<file path="src/rtl/lsu_pkg.sv">
// lsu_pkg: shared definitions for the load/store unit.
//   - RISC-V funct3 width codes for loads and stores
//   - FSM state enumeration
//   - access_bad(): decides whether a request must be rejected without
//     touching memory (bad width code, misalignment or out-of-range address)
package lsu_pkg;

  localparam logic [2:0] F3_B  = 3'b000;
  localparam logic [2:0] F3_H  = 3'b001;
  localparam logic [2:0] F3_W  = 3'b010;
  localparam logic [2:0] F3_BU = 3'b100;
  localparam logic [2:0] F3_HU = 3'b101;

  typedef enum logic [1:0] {
    S_IDLE  = 2'd0,
    S_READ  = 2'd1,
    S_WRITE = 2'd2,
    S_RESP  = 2'd3
  } state_e;

  // Rejection rule for a new request. funct3[1:0] encodes the access size
  // for every legal code (00 byte, 01 half, 10 word), so alignment can be
  // judged on those two bits alone once the code itself is known legal.
  function automatic logic access_bad(
    input logic       we,
    input logic [2:0] f3,
    input logic [1:0] lo,
    input logic       oor
  );
    logic f3_bad;
    logic mis;
    if (we) begin
      f3_bad = f3[2] | (f3[1:0] == 2'b11);
    end else begin
      case (f3)
        F3_B, F3_H, F3_W, F3_BU, F3_HU: f3_bad = 1'b0;
        default:                        f3_bad = 1'b1;
      endcase
    end
    case (f3[1:0])
      2'b01:   mis = lo[0];
      2'b10:   mis = (lo != 2'b00);
      default: mis = 1'b0;
    endcase
    return f3_bad | mis | oor;
  endfunction

endpackage

</file>
<file path="src/rtl/lsu_align.sv">
// lsu_align: purely combinational lane logic for the load/store unit.
// Ports:
//   word       in  32  memory word being read
//   lane       in   2  byte offset of the access within the word
//   funct3     in   3  RISC-V width code
//   wdata      in  16  low half of the store data (sb uses [7:0])
//   load_data  out 32  extracted and sign/zero-extended load result
//   store_word out 32  word with the addressed byte/halfword lane replaced
module lsu_align
  import lsu_pkg::*;
(
  input  logic [31:0] word,
  input  logic [1:0]  lane,
  input  logic [2:0]  funct3,
  input  logic [15:0] wdata,
  output logic [31:0] load_data,
  output logic [31:0] store_word
);

  logic [31:0] shifted;

  // Load path: bring the addressed lane down to bit 0, then extend.
  always_comb begin
    shifted   = word >> {lane, 3'b000};
    load_data = shifted;
    case (funct3)
      F3_B:    load_data = {{24{shifted[7]}}, shifted[7:0]};
      F3_BU:   load_data = {24'h000000, shifted[7:0]};
      F3_H:    load_data = {{16{shifted[15]}}, shifted[15:0]};
      F3_HU:   load_data = {16'h0000, shifted[15:0]};
      default: load_data = shifted;
    endcase
  end

  // Store path: replace only the addressed lane, keep the rest of the word.
  always_comb begin
    store_word = word;
    case (funct3[1:0])
      2'b00: begin
        case (lane)
          2'd0:    store_word[7:0]   = wdata[7:0];
          2'd1:    store_word[15:8]  = wdata[7:0];
          2'd2:    store_word[23:16] = wdata[7:0];
          2'd3:    store_word[31:24] = wdata[7:0];
          default: store_word        = word;
        endcase
      end
      2'b01: begin
        if (lane[1]) begin
          store_word[31:16] = wdata;
        end else begin
          store_word[15:0] = wdata;
        end
      end
      default: store_word = word;
    endcase
  end

endmodule

</file>
<file path="src/rtl/load_store_unit.sv">
// load_store_unit: executes one RISC-V byte/half/word load or store at a time
// against a word-addressed single-port memory (combinational read, write on
// clock edge). Sub-word stores use read-modify-write.
// Ports:
//   clk, rst_n            clock, asynchronous active-low reset
//   req, we, funct3,      request handshake and descriptor (sampled in IDLE)
//   addr, wdata
//   busy                  high while not IDLE
//   done, err             one-cycle completion pulse, rejection flag
//   rdata                 extended load result, updated with done
//   mem_write, mem_addr,  memory write strobe, word address, write data
//   mem_wdata
//   mem_rdata             combinational memory read data for mem_addr
module load_store_unit
  import lsu_pkg::*;
#(
  parameter int ADDR_WIDTH = 10
) (
  input  logic        clk,
  input  logic        rst_n,
  input  logic        req,
  input  logic        we,
  input  logic [2:0]  funct3,
  input  logic [31:0] addr,
  input  logic [31:0] wdata,
  output logic        busy,
  output logic        done,
  output logic        err,
  output logic [31:0] rdata,
  output logic        mem_write,
  output logic [31:0] mem_addr,
  output logic [31:0] mem_wdata,
  input  logic [31:0] mem_rdata
);

  state_e      state;
  state_e      next_state;

  // Latched request. Only the bits the later states consume are kept: the
  // word address lives in mem_addr, and full-word store data goes straight
  // into mem_wdata on acceptance.
  logic        we_q;
  logic [2:0]  funct3_q;
  logic [1:0]  lane_q;
  logic [15:0] wdata_q;

  logic        oor_s;
  logic        bad_s;
  logic [31:0] load_data_s;
  logic [31:0] merge_s;

  assign oor_s = |addr[31:ADDR_WIDTH];
  assign bad_s = access_bad(we, funct3, addr[1:0], oor_s);

  // The memory word is consumed on the same edge it is captured (leaving
  // READ), so the lane logic works directly on mem_rdata.
  lsu_align u_align (
    .word       (mem_rdata),
    .lane       (lane_q),
    .funct3     (funct3_q),
    .wdata      (wdata_q),
    .load_data  (load_data_s),
    .store_word (merge_s)
  );

  // State register.
  always_ff @(posedge clk or negedge rst_n) begin
    if (!rst_n) begin
      state <= S_IDLE;
    end else begin
      state <= next_state;
    end
  end

  // Next-state decode.
  always_comb begin
    next_state = state;
    case (state)
      S_IDLE: begin
        if (req) begin
          if (bad_s) begin
            next_state = S_RESP;
          end else if (!we) begin
            next_state = S_READ;
          end else if (funct3 == F3_W) begin
            next_state = S_WRITE;
          end else begin
            next_state = S_READ;
          end
        end else begin
          next_state = S_IDLE;
        end
      end
      S_READ:  next_state = we_q ? S_WRITE : S_RESP;
      S_WRITE: next_state = S_RESP;
      S_RESP:  next_state = S_IDLE;
      default: next_state = S_IDLE;
    endcase
  end

  // Status outputs, registered from the next state so they align with it.
  // Only a rejected request goes straight from IDLE to RESP.
  always_ff @(posedge clk or negedge rst_n) begin
    if (!rst_n) begin
      busy      <= 1'b0;
      done      <= 1'b0;
      err       <= 1'b0;
      mem_write <= 1'b0;
    end else begin
      busy      <= (next_state != S_IDLE);
      done      <= (next_state == S_RESP);
      err       <= (state == S_IDLE) && (next_state == S_RESP);
      mem_write <= (next_state == S_WRITE);
    end
  end

  // Request capture and data outputs.
  always_ff @(posedge clk or negedge rst_n) begin
    if (!rst_n) begin
      we_q      <= 1'b0;
      funct3_q  <= 3'b000;
      lane_q    <= 2'b00;
      wdata_q   <= 16'h0000;
      mem_addr  <= 32'h0000_0000;
      mem_wdata <= 32'h0000_0000;
      rdata     <= 32'h0000_0000;
    end else begin
      if ((state == S_IDLE) && req) begin
        we_q     <= we;
        funct3_q <= funct3;
        lane_q   <= addr[1:0];
        wdata_q  <= wdata[15:0];
        mem_addr <= {addr[31:2], 2'b00};
      end
      // sw enters WRITE straight from IDLE with the raw store word;
      // sb/sh come from READ with the merged word.
      if (next_state == S_WRITE) begin
        mem_wdata <= (state == S_IDLE) ? wdata : merge_s;
      end
      if (next_state == S_RESP) begin
        rdata <= ((state == S_READ) && !we_q) ? load_data_s : 32'h0000_0000;
      end
    end
  end

endmodule

</file>
<file path="config.mk">
export PLATFORM = sky130hd
export DESIGN_NAME = load_store_unit
export DESIGN_NICKNAME = d
export VERILOG_FILES = /design/src/rtl/lsu_pkg.sv /design/src/rtl/lsu_align.sv /design/src/rtl/load_store_unit.sv
export SDC_FILE = /design/constraint.sdc
export NUM_CORES = 1
export LEC_CHECK = 0
export CAP_MARGIN = 15
export CELL_PAD_IN_SITES_DETAIL_PLACEMENT = 0
export CELL_PAD_IN_SITES_GLOBAL_PLACEMENT = 1
export CORE_MARGIN = 10
export CORE_UTILIZATION = 36
export DETAILED_ROUTE_END_ITERATION = 7
export PLACE_DENSITY = 0.92
export SYNTH_ARGS = -nofsm -noshare
export SYNTH_HDL_FRONTEND = slang
export SYNTH_SLANG_ARGS = --single-unit
</file>
<file path="constraint.sdc">
create_clock -name clk -period 2.2 [get_ports clk]
set_input_delay 0.44 -clock clk [delete_from_list [all_inputs] [get_ports clk]]
set_output_delay 0.44 -clock clk [all_outputs]
set_load 0.02 [all_outputs]
</file>
# After elaboration in Yosys (flattened, before gate mapping)
# Cells that the tools add are included.
# totals
reg_bits,122
in_bits,103
out_inout_bits,100
elab_cells,67
# classes
eq_ne,19
shifts,1
n_mux,19
bitwise,3
reduce_logical,13
# ops
operator,count
32-bit one-hot mux with 4 select lines,1
32-bit 2-to-1 mux,2
32-bit one-hot mux with 2 select lines,1
16-bit 2-to-1 mux,2
8-bit 2-to-1 mux,4
32-bit by 5-bit >> shifter with 32-bit output,1
22-bit OR reduction,1
"2-bit equality test, second input constant",8
"3-bit equality test, second input constant",4
"2-bit by 1-bit equality test with 1-bit output, second input constant",4
2-bit 2-to-1 mux,4
2-bit one-hot mux with 4 select lines,1
"3-bit by 1-bit equality test with 1-bit output, second input constant",2
2-bit zero test,3
3-bit zero test,2
5-bit OR reduction,1
2-bit nonzero test,2
"3-bit by 2-bit equality test with 1-bit output, second input constant",1
1-bit logical AND,3
1-bit 2-to-1 mux,3
1-bit bitwise OR,3
1-bit one-hot mux with 2 select lines,1
1-bit zero test,1

# Logic depth before layout (Yosys ltp)
# logic_depth
word_depth,11
depth_mapped,10
mapped_depth_nobuf,9

# By module
# From an unflattened synthesis, not the netlist that was laid out.
# hier_totals
hier_cells,600
area_unflattened_um2,6850.3
# modules_own_cells
module,n_inst,cells_per_inst,area_each_um2,seq_area_each_um2
load_store_unit,1,407,5532.8,3052.9
lsu_align,1,193,1317.5,0.0

# Worst setup path before layout
# No wires, ideal clock.
# synth_timing
path_type,in2reg
start,in funct3[0]
end,reg mem_wdata[16]
setup_time_ns,0.127
arrival_time_ns,2.082
required_time_ns,2.073
path_slack_ns,-0.009
path_stages,9
n_path_buf,1
path_cell_list,inv_1 > ha_1 > or2_2 > a31oi_1 > nor4_4 > a21oi_2 > nor2_8 > buf_8 > mux2_1
# synth_via
elab_chain_cells,10
elab_cells_between_ends,21
classes_between,eq/ne: 8; mux: 8; bitwise: 3; reduce/logical: 2
# synth_lines
item,line_no,rtl
"start, declared",load_store_unit.sv:23,"input logic [2:0] funct3,"
3-bit by 2-bit equality test with 1-bit output (tied with other cells),"lsu_pkg.sv:35, load_store_unit.sv:85",
5-bit OR reduction,lsu_pkg.sv:35,case (f3)
1-bit 2-to-1 mux,lsu_pkg.sv:35,
1-bit 2-to-1 mux,lsu_pkg.sv:32,if (we) begin
1-bit bitwise OR (2 in series),lsu_pkg.sv:45,return f3_bad | mis | oor;
2-bit 2-to-1 mux *,load_store_unit.sv:81,if (bad_s) begin
2-bit 2-to-1 mux *,load_store_unit.sv:80,if (req) begin
2-bit one-hot mux with 4 select lines *,load_store_unit.sv:78,case (state)
2-bit equality test *,load_store_unit.sv:137,if (next_state == S_WRITE) begin
"end signal, assigned",load_store_unit.sv:138,mem_wdata <= (state == S_IDLE) ? wdata : merge_s;
"end, declared",load_store_unit.sv:32,"output logic [31:0] mem_wdata,"
# Every way passes the cells marked *; elsewhere a longest branch is shown, timed or not.
# A chain may end at the register's enable or synchronous reset.

# Worst setup path in the final report
# layout_timing
start,in mem_rdata[23]
end,reg rdata[17]
# layout_via
elab_chain_cells,3
# layout_lines
item,line_no,rtl
"start, declared",load_store_unit.sv:33,input logic [31:0] mem_rdata
32-bit by 5-bit >> shifter with 32-bit output,lsu_align.sv:24,"shifted = word >> {lane, 3'b000};"
32-bit one-hot mux with 4 select lines,lsu_align.sv:26,case (funct3)
32-bit 2-to-1 mux,load_store_unit.sv:141,rdata <= ((state == S_READ) && !we_q) ? load_data_s : 32'h0000_0000;
"end signal, assigned",load_store_unit.sv:141,
"end, declared",load_store_unit.sv:29,"output logic [31:0] rdata,"
# Every way passes these cells.

==> results by group <==
CTS
  • Clock tree root driver cell: clkbuf_16
  • H-tree levels: 4
  • Longest Clk Path Bufs: 2
  • Clock-pin slew on the worst setup and hold paths: 0.05 ns
  • Number of buffers created by CTS: 17
  • CTS tree: built
  • Clock sinks: ~120
  • Clk_lat worst skew: around 0.42 ns

Die
  • Die area: between 20000 and 25000 sq um
  • Core area: ~17000 sq um
  • Initial Util: between 30% and 40%
  • Die width: between 150 and 200 microns
  • Rows: 48
  • Die Ht: between 150 and 200 microns
  • IO Pins: just over 200

Cells and area
  • Share of layout cells above drive strength 1: 22.7%
  • Final net count: approximately 940
  • Non-Filler Instances: between 1000 and 1500
  • Area delta synth->final: 52.4%
  • Design area: roughly 9700 sq um

Critical path
  • Crit path arrival time: 2.50 ns
  • CP required: 2.55 ns
  • Crit end category: register
  • Critical Path Source Type: primary input
  • Worst Path Max Fanout: 8
  • Critical path class: in -> reg

Placement
  • DP HPWL: 16900 microns
  • GP Congestion: around 0.9
  • Pre-CTS setup slack: -0.701 ns
  • Placed cell areas: slightly below 9000 sq um
  • Placed Cells: 1027
  • PortBufs: 200

GRT
  • Congestion Overflow GR: 0
  • Pin count of the biggest net entering global routing: 65
  • Antenna violations before repair: 1
  • First-pass GRT wire length: roughly 34000 microns
  • Gr usage total: roughly 18%
  • Vias in the first global route: a little under 6000

Job
  • Max cap viols: 0

Detailed routing
  • Residual DRC: 0
  • Via count: about 5600
  • Total wire length: between 20000 and 25000 microns
  • Drt wl/cell: around 21 microns
  • Starting DRT DRC Count: ~310
  • Vias per cell: around 5.3
  • Routed Antenna Nets: 0
  • Initial DRT Pass Iterations: 4

STA
  • PnR worst setup slack: 0.0458 ns
  • Normalized max-slew margin: between 60% and 70%
  • Setup TNS Final: 0 ns
  • Setup Viol. Count Final: 0
  • Period Utilization, post-route: roughly 100%
  • Final count of hold timing violations: 0
  • Clock skew: 0.00806 ns
  • Max Freq: 0.464 GHz
  • Hold_ws: roughly 0.32 ns
  • Final min period: 2.15 ns
  • Max-slew violations: 0
  • Worst-margin pin slew: 0.525 ns

Power
  • Pleak: approximately 4.3 nW
  • Max IR drop VDD: between 0.0009 and 0.001 V
  • Cell Pwr Density: between 1500 and 2000 nW/um^2

Status
  • Status: completed

Logic synthesis
  • Syn_area_per_cell: around 11 sq um
  • Ys async rst share: 100%
  • Netlist cell types: 54
  • Syn Inst Count: just under 600
  • Post-synth EDFFs: 0
  • Main synth FF type: dfrtp_1
  • Yosys Warn Count: 0
  • Count of state elements after synthesis: 122
  • Post-Syn Area: roughly 6400 sq um
  • Sequential area share after synthesis: between 40% and 50%

Min path
  • Tightest Hold Check Type: in -> reg
## final timing paths
path                            endpoint           from  depth (start not counted)  slack [ns]
max                            rdata[17]  mem_rdata[23]                          7        0.05
min                         mem_addr[13]       addr[13]                          2        0.32
min in group asynchronous   mem_addr[26]          rst_n                          2        0.52
min reg2reg                    rdata[10]      rdata[10]                          1        0.48
max in group asynchronous      rdata[30]          rst_n                          3        1.05
max reg2reg                mem_wdata[29]       state[1]                          9        0.12
## per-stage QoR
stage          util [%]  total power [mW]
6_report           56.0              15.9
5_1_grt            56.0              16.9
4_1_cts            55.9              16.1
3_5_place_dp       51.7              12.9
3_3_place_gp       51.7              12.7
2_1_floorplan         -              9.29
## metal layers
layer  vias up  global-route usage [%]  part of all wire, %
met3        34                    7.35                   10
met2       246                    29.8                   47
met1      2706                    21.9                   41
li1       2594                       -                    -
met4         0                    6.04                  2.1
met5         -                       0                    0
## area by class of cell
type / instances / area (sq um)
tap: 225 / 282
clock buffer: 24 / 512
inverter: 24 / 90.1
multi-input combinational: 397 / 3130
clock inverter: 3 / 15.0
sequential: 122 / 3050
timing repair buffer: 264 / 2600
fill: 1490 / 7610
antenna: 1 / 2.50
## where the power goes
| part | total [mW] | internal (mW) | switching, mW | leakage (nW) |
|---|---|---|---|---|
| Sequential | 4.19 | 3.39 | 0.805 | 1.50 |
| Combinational | 9.25 | 4.67 | 4.58 | 2.57 |
| Clock | 2.50 | 1.58 | 0.927 | 0.266 |
| Total | 15.9 | 9.63 | 6.31 | 4.33 |
## state kept, by name (all words and copies together), names as in the netlist
signal     count
mem_write      1
err            1
wdata_q       16
we_q           1
mem_wdata     32
done           1
mem_addr      30
busy           1
rdata         32
funct3_q       3
state          2
lane_q         2
## synth_stat cells, types with 11 or more instances
cell type  number  area [sq um]
a211oi_1       27           203
a21o_1         15           113
a21oi_1        30           150
a22o_1         12           105
clkbuf_1       23          86.3
dfrtp_1       122          3050
inv_1          23          86.3
mux2_1         16           180
mux2_2         45           507
mux2_4         13           195
mux2i_1        34           340
nand2_1        63           236
nor2_1         11          41.3
nor2b_1        11          68.8
o21ai_0        41           205
## logic make-up after synthesis
family / count (synthesis) / share of synthesized area (%)
DFF: 122 / 48.0
buffers and inverters: 65 / 4.90
AOI/OAI and AO/OA: 172 / 18.1
adders and majority gates: 6 / 1.18
other: 1 / 0.0590
muxes: 108 / 19.2
and+or+nand+nor: 109 / 8.52
## critical path, stage by stage
cell and delay, ns:
clkdlybuf4s50_1 0.56, mux2i_1 0.12, mux2_4 0.28, or2_4 0.25, a2111o_1 0.53, o211ai_1 0.17, o21a_1 0.16
## cells in the final DEF, fill, tap and decap left out, drive strengths merged, types with 2 or more instances in the layout
| cell | n |
|---|---|
| a2111oi | 8 |
| a211oi | 27 |
| a21o | 15 |
| a21oi | 32 |
| a221oi | 2 |
| a22o | 12 |
| buf | 64 |
| clkbuf | 26 |
| clkdlybuf4s15 | 2 |
| clkdlybuf4s50 | 180 |
| clkinv | 3 |
| conb | 2 |
| dfrtp | 122 |
| dlygate4sd2 | 7 |
| dlymetal6s2s | 8 |
| ha | 6 |
| inv | 24 |
| mux2 | 74 |
| mux2i | 34 |
| nand2 | 63 |
| nand2b | 2 |
| nand4b | 2 |
| nor2 | 13 |
| nor2b | 11 |
| nor3 | 2 |
| nor4 | 6 |
| o211ai | 8 |
| o21a | 9 |
| o21ai | 50 |
| or2 | 5 |
## timing repair
action                                 CTS  global route
pin swaps                                9             8
endpoints found under the hold margin   17             0
resized for setup                       35            26
gates cloned                             2             0
hold buffers                             1             0
setup endpoints to repair               65            64
setup buffers                            3             0
(Power assumes the default switching activity.)
